==> config.mk <==
export PLATFORM = sky130hd
export DESIGN_NAME = program_sequencer
export DESIGN_NICKNAME = d
export VERILOG_FILES = /design/src/rtl/program_sequencer.sv
export SDC_FILE = /design/constraint.sdc
export NUM_CORES = 1
export LEC_CHECK = 0
export CAP_MARGIN = 20
export CELL_PAD_IN_SITES_DETAIL_PLACEMENT = 0
export CELL_PAD_IN_SITES_GLOBAL_PLACEMENT = 1
export CORE_ASPECT_RATIO = 1.5
export CORE_MARGIN = 8
export CORE_UTILIZATION = 55
export CTS_BUF_LIST = sky130_fd_sc_hd__clkbuf_8
export CTS_CLUSTER_SIZE = 10
export DETAILED_ROUTE_END_ITERATION = 16
export PLACE_DENSITY_LB_ADDON = 0.2
export SYNTH_ARGS = -nofsm -noshare
export SYNTH_HDL_FRONTEND = slang
export SYNTH_SLANG_ARGS = --single-unit
==> constraint.sdc <==
create_clock -name clk -period 8.2 [get_ports clk]
set_input_delay 2.05 -clock clk [delete_from_list [all_inputs] [get_ports clk]]
set_output_delay 2.05 -clock clk [all_outputs]
set_load 0.03 [all_outputs]
==> src/rtl/program_sequencer.sv <==
// program_sequencer: buffers a short {op,data} program and issues it to the cpu.
// Define COND_SKIP_EN to enable the SKIPZ (4'hE) conditional-skip opcode.
module program_sequencer #(
  parameter int         DEPTH       = 16,
  parameter int         AW          = 4,
  parameter int         EXEC_CYCLES = 3,
  parameter logic [3:0] HALT_OP     = 4'hF
) (
  input  logic          clk,
  input  logic          rst,
  input  logic          ld_valid,
  output logic          ld_ready,
  input  logic [3:0]    ld_op,
  input  logic [7:0]    ld_data,
  input  logic          ld_clr,
  input  logic          start,
  input  logic          step_mode,
  input  logic          step,
  input  logic          abort,
  input  logic          cf,
  input  logic          zf,
  output logic [3:0]    op_code,
  output logic [7:0]    ext_data,
  output logic          ex_btn,
  output logic [AW-1:0] pc,
  output logic          busy,
  output logic          done
);

  localparam int          CW       = $clog2(EXEC_CYCLES + 1);
  localparam logic [AW:0] LEN_FULL = (AW+1)'(DEPTH);
  localparam logic [AW:0] ONE      = (AW+1)'(1);

  typedef enum logic [2:0] {
    S_IDLE, S_FETCH, S_ISSUE, S_WAIT,
    S_NEXT, S_PAUSE, S_DONE
  } state_e;

  state_e        state_q, state_d;
  logic [AW:0]   len_q, len_d;
  logic [AW-1:0] pc_q, pc_d;
  logic [3:0]    op_q, op_d;
  logic [7:0]    data_q, data_d;
  logic          ex_btn_q, ex_btn_d;
  logic          done_q, done_d;
  logic [CW-1:0] cnt_q, cnt_d;
  logic [11:0]   mem_q [DEPTH];
  logic          wr_en;
  logic [11:0]   cur;
  logic          last;
  logic          unused_flags;

  assign cur      = mem_q[pc_q];
  assign last     = ({1'b0, pc_q} == len_q - ONE);
  assign ld_ready = (state_q == S_IDLE) && (len_q < LEN_FULL) && !start;

`ifdef COND_SKIP_EN
  logic [AW:0] skip_tgt;
  assign skip_tgt     = {1'b0, pc_q} + (zf ? (AW+1)'(2) : ONE);
  assign unused_flags = cf;
`else
  assign unused_flags = cf ^ zf;
`endif

  always_comb begin
    state_d  = state_q;
    len_d    = len_q;
    pc_d     = pc_q;
    op_d     = op_q;
    data_d   = data_q;
    cnt_d    = cnt_q;
    ex_btn_d = 1'b0;
    done_d   = 1'b0;
    wr_en    = 1'b0;
    case (state_q)
      S_IDLE: begin
        if (ld_clr) begin
          len_d = '0;
        end else if (ld_valid && ld_ready) begin
          wr_en = 1'b1;
          len_d = len_q + ONE;
        end
        // a same-cycle clear empties the program, so it cancels start
        if (start && !ld_clr && len_q != '0) begin
          state_d = S_FETCH;
          pc_d    = '0;
        end
      end
      S_FETCH: begin
        if (cur[11:8] == HALT_OP) begin
          state_d = S_DONE;
          done_d  = 1'b1;
        end
`ifdef COND_SKIP_EN
        else if (cur[11:8] == 4'hE) begin
          if (skip_tgt > len_q - ONE) begin
            state_d = S_DONE;
            done_d  = 1'b1;
          end else begin
            pc_d    = skip_tgt[AW-1:0];
            state_d = step_mode ? S_PAUSE : S_FETCH;
          end
        end
`endif
        else begin
          op_d     = cur[11:8];
          data_d   = cur[7:0];
          ex_btn_d = 1'b1;
          state_d  = S_ISSUE;
        end
      end
      S_ISSUE: begin
        cnt_d   = CW'(EXEC_CYCLES - 1);
        state_d = S_WAIT;
      end
      S_WAIT: begin
        if (cnt_q == '0) state_d = S_NEXT;
        else cnt_d = cnt_q - CW'(1);
      end
      S_NEXT: begin
        if (last) begin
          state_d = S_DONE;
          done_d  = 1'b1;
        end else begin
          pc_d    = pc_q + AW'(1);
          state_d = step_mode ? S_PAUSE : S_FETCH;
        end
      end
      S_PAUSE: if (step) state_d = S_FETCH;
      S_DONE:  state_d = S_IDLE;
      default: state_d = S_IDLE;
    endcase
    if (abort && state_q != S_IDLE) begin
      state_d  = S_IDLE;
      ex_btn_d = 1'b0;
      done_d   = 1'b0;
    end
  end

  always_ff @(posedge clk) begin
    if (rst) begin
      state_q  <= S_IDLE;
      len_q    <= '0;
      pc_q     <= '0;
      op_q     <= '0;
      data_q   <= '0;
      cnt_q    <= '0;
      ex_btn_q <= 1'b0;
      done_q   <= 1'b0;
    end else begin
      state_q  <= state_d;
      len_q    <= len_d;
      pc_q     <= pc_d;
      op_q     <= op_d;
      data_q   <= data_d;
      cnt_q    <= cnt_d;
      ex_btn_q <= ex_btn_d;
      done_q   <= done_d;
    end
  end

  // program words are invalidated by len, so storage needs no reset
  always_ff @(posedge clk) begin
    if (wr_en) mem_q[len_q[AW-1:0]] <= {ld_op, ld_data};
  end

  assign op_code  = op_q;
  assign ext_data = data_q;
  assign ex_btn   = ex_btn_q;
  assign pc       = pc_q;
  assign busy     = (state_q != S_IDLE);
  assign done     = done_q;

endmodule

Word level (Yosys, flattened, before mapping):

Memory sizes are Yosys's and may differ from the RTL's. A register that Yosys moved wholly into a read port is not among the register bits.
Cells that the tools add are included.

* bits in registers: 28
* RAM bits: 192
* input port bits: 22
* output and inout bits: 20
* memories kept: 1

Memories
* mem_q: depth 16, bits a word 12, rd ports 1, clocked after Yosys merged registers in 1, write ports 1, RTL line 47 `logic [11:0] mem_q [DEPTH];`

* add/subtract/negate cells: 4
* $lt $le $gt $ge: 1
* equality and inequality tests: 12
* multiplexer cells: 25
* bitwise operators: 2
* reduce and logical (&&, ||, !) cells: 22

Operators with widths (count)
* $mux W3: 6
* $pmux W3 S6: 1
* $mux W4: 4
* $mux W5: 2
* $mux W1: 8
* $ne A2 B2 Y1 const B: 4
* $pmux W4 S2: 1
* $eq A3 B2 Y1 const B: 2
* $eq A3 B3 Y1 const B: 2
* $logic_and A1 B1 Y1: 6
* $reduce_and A2 Y1: 3
* $reduce_and A3 Y1: 2
* $reduce_bool A2 Y1: 3
* $add A5 B1 Y5 const B: 1
* $eq A4 B5 Y1: 1
* $lt A5 B5 Y1 const B: 1
* $reduce_bool A5 Y1: 1
* $sub A5 B1 Y5 const B: 1
* $add A4 B1 Y4 const B: 1
* $eq A4 B4 Y1 const B: 1
* $pmux W2 S2: 1
* $eq A3 B1 Y1 const B: 1
* $logic_not A3 Y1: 1
* $reduce_bool A3 Y1: 1
* 9 further kinds: 11

Longest topological paths before layout:

* word-level depth: 9
* gate-level depth with buffers: 10
* mapped depth without buffers: 8

Least setup slack after synthesis:

No wires, ideal clock.

* path type: input port to output port
* start point: in start
* end point: out ld_ready
* data arrival time: 2798 ps
* required time: 6150 ps
* path slack: 3352 ps
* stages on the path: 1
* path buffers: 0
* path through: nor3_1

* word-level cells in the longest chain between the ends: 2

RTL lines
* from (decl): RTL line 16 `input logic start,`
* $logic_not A1 Y1: RTL line 55 `assign ld_ready = (state_q == S_IDLE) && (len_q < LEN_FULL) && !start;`
* $logic_and A1 B1 Y1: RTL line 55
* to (decl): RTL line 12 `output logic ld_ready,`

Every way passes these cells.

Final worst setup path:

Same ends and word-level chain as after synthesis.

==> results.md <==
- Crit path launch: start
- CTS resizes: 0
- Gr ovfl total: 0
- Final Cycle Share: 67.7%
- Tmin final: 5.55 ns
- Area grow syn2layout: 13.6%
- Asr flop ratio synth: 0%
- Finished Layout Cells: 790
- # rows: 57
- Router iterations before antenna repair: 7
- Initial core utilization: 55.5%
- Max layer used: met4
- Synth area leaders: edfxtp_1 65%, mux4_2 12%, dfxtp_1 7.2%
- Placer Congestion: 0.806
- Placeable Area: 0.0160 mm2
- Die height: 172 um
- Synth Instances: 502
- Register area share after synthesis: 71.9%
- Top cells by count, synth: 192 x edfxtp_1, 48 x mux4_2, 38 x nor2_1
- WL met2: 10200 um
- Worst slew pin tran: 1.06 ns
- Placed Instances: 739
- Clock Skews: 0.0161 ns
- CP max FO: 3
- Startpoint Class: input pin
- Share of cells above drive strength 1: 20.0%
- DRT met1 WL: 6780 um
- Hold EP: ext_data[6]
- Post-CTS Setup Inserts: 0
- Avg Vias per Cell: 5.97
- First-pass GRT wire length: 28200 um
- # IOs: 42
- Critical Path Max Stage Delay: 0.73 ns
- Largest net degree at the start of global routing: 49
- Post-CTS Hold Buffers: 0
- Hold Path Class: reg -> reg
- Worst VDD drop: 150 uV
- Top cell type's share of synthesized area: 64.7%
- Vias in the first global route: 4988
- CP arrival: 3.50 ns
- CTS Buffer Depth: 3
- Crit path cell chain: clkdlybuf4s50_1, nor3_1, clkdlybuf4s50_1
- Routed wire length: 18400 um
- Num CTS Buffers: 31
- Most used cell, CP: clkdlybuf4s50_1
- Critical-path top delay cell: clkdlybuf4s50_1
- R2R setup slack: 4.81 ns
- Final Hold Viols: 0
- ANT nets after route: 0
- Net Switching: 0.000412 W
- Ant diodes: 0
- Final setup TNS: 0 ns
- Worst Setup End Kind: output pin
- Fmax: 0.180 GHz
- Hpwl dp: 11400 um
- Gr usage total: 18.2%
- Most used DFF post-synth: edfxtp_1
- CTS root buffer: clkbuf_8
- Netlist cell types: 44
- Wire length per cell: 23.3 um
- DRC: 0
- Final Max Slew Viols: 0
- Most frequent cell after synthesis: edfxtp_1
- Hold Path Depth: 2
- # clock sinks: 224
- Setup CP Type: in -> out
- Syn avg cell area: 17.8 um2
- Logic gate share of total power: 2.7%
- Die Area: 0.0206 mm2
- Worst reg2reg endpoint: ext_data[0]
- Warnings, synthesis: 0
- Slew headroom: 29.1%
- Syn Nets: 531
- Power Internal: 0.00162 W
- Hold Crit Start: ext_data[6]
- Metal3 WL: 846 um
- H-tree levels: 1
- Vias: 4720
- Final #Nets: 595
- Clock power frac: 36.0%
- Initial DRC Count: 293
- #FFs+latches synth: 224
- Cell Area, Synth: 0.00891 mm2
- Port Buffer Count: 39
- RSZ-0062 raised after global routing: no
- Switching fraction of total power: 20.3%
- Worst-path clk slew: 0.06 ns
- Number of synthesized flops with an enable pin: 192
- Yosys top cell by area: edfxtp_1
- Pre-CTS setup slack: 2.65 ns
- Initial antenna violation count: 0
- Pwr Density: 200 mW/mm2
- Crit path required time: 6.15 ns
- Worst r2r path cells: 7
- TritonCTS clock tree: yes
- Die width: 120 um
- Seq pwr share: 61.2%
- Final setup viols: 0
- Worst setup margin: 2.65 ns
- Max-cap violations: 0
- Outcome: complete, no violations
- Lkg Pwr: 3.17 nW
- Clock latency at the later pin of the worst-skew pair: 0.55 ns
per-stage QoR:
step | util, % | total power, W | cell area (um2) | hold slack [ns]
final | 63.1 | 0.00203 | 10100 | 0.489
after global routing | 63.1 | 0.00210 | 10100 | 0.530
after CTS | 63.1 | 0.00204 | 10100 | 0.495
after detailed placement | 59.9 | 0.00132 | 9610 | 0.480
after global placement | 59.7 | 0.00132 | 9580 | 0.476
after floorplan | - | 0.00129 | 8910 | 0.461
state kept, by name, summed over array words and instances (netlist names), named ones only:
| name | cells |
|---|---|
| pc | 4 |
| cnt_q | 2 |
| len_q | 5 |
| op_code | 4 |
| ext_data | 8 |
| done | 1 |
| state_q | 3 |
| ex_btn | 1 |
| mem_q | 192 |
worst max-delay path: cells and delay by family:
family | cells | cell delay, ns
buffers and inverters | 2 | 1.15
and+or+nand+nor | 1 | 0.29
cell type report:
cell class / count / area (um2)
fill: 1176 / 5920
inverter: 10 / 37.5
multi-input combinational: 240 / 2350
clock buffer: 32 / 440
sequential: 224 / 6410
timing repair buffer: 59 / 548
clock inverter: 19 / 75.1
tap: 206 / 258
worst max-delay path by stage:
stage	cells past startpoint	endpoint	slack (ns)
final	3	ld_ready	2.65
after CTS	3	ld_ready	2.65
after global routing	3	ld_ready	2.57
after floorplan	1	ld_ready	3.35
after global placement	3	ld_ready	2.67
after detailed placement	3	ld_ready	2.65
cell usage in the layout (no fill, tap or decap), types with 2 or more instances in the layout:
master	instances
a211oi_1	10
a21oi_1	22
a22oi_1	5
a2bb2oi_1	2
a311o_1	2
and2_1	2
buf_4	18
buf_6	2
clkbuf_8	32
clkdlybuf4s50_1	39
clkinv_1	4
clkinv_2	3
dfxtp_1	30
edfxtp_1	192
ha_1	7
inv_1	22
mux2i_1	18
mux4_2	48
nand2_1	14
nand2b_1	5
nand3_1	9
nand3b_1	2
nand4_1	3
nor2_1	38
nor2b_1	11
nor3_1	7
nor3_2	8
o21bai_1	2
o221ai_1	2
o31ai_1	2
or3_1	2
or4_1	2
xnor2_1	4
layer usage:
metal	vias to the layer above	GRT usage [%]
met3	30	2.91
li1	2126	-
met1	2432	20.2
met5	-	0
met2	132	33.7
met4	0	7.96
cells by family (layout without fill, tap and decap cells):
family	Yosys count	in the layout	synth area share, %
multiplexers	66	66	14.2
buffers and inverters	38	120	1.95
adder cells (fa/ha/maj)	7	7	0.983
AO/OA/AOI/OAI	57	57	4.63
AND/OR/NAND/NOR	106	106	6.00
XOR/XNOR	4	4	0.393
flip-flops	224	224	71.9
power groups by stage:
stage / Sequential [W] / Clock [W] / Combinational [W]
3_3_place_gp: 0.00127 / 0 / 0.0000535
2_1_floorplan: 0.00127 / 0 / 0.0000215
5_1_grt: 0.00124 / 0.000794 / 0.0000600
3_5_place_dp: 0.00127 / 0 / 0.0000559
4_1_cts: 0.00124 / 0.000747 / 0.0000560
6_report: 0.00124 / 0.000730 / 0.0000552
Note: power is estimated with default switching activity, not from simulation.
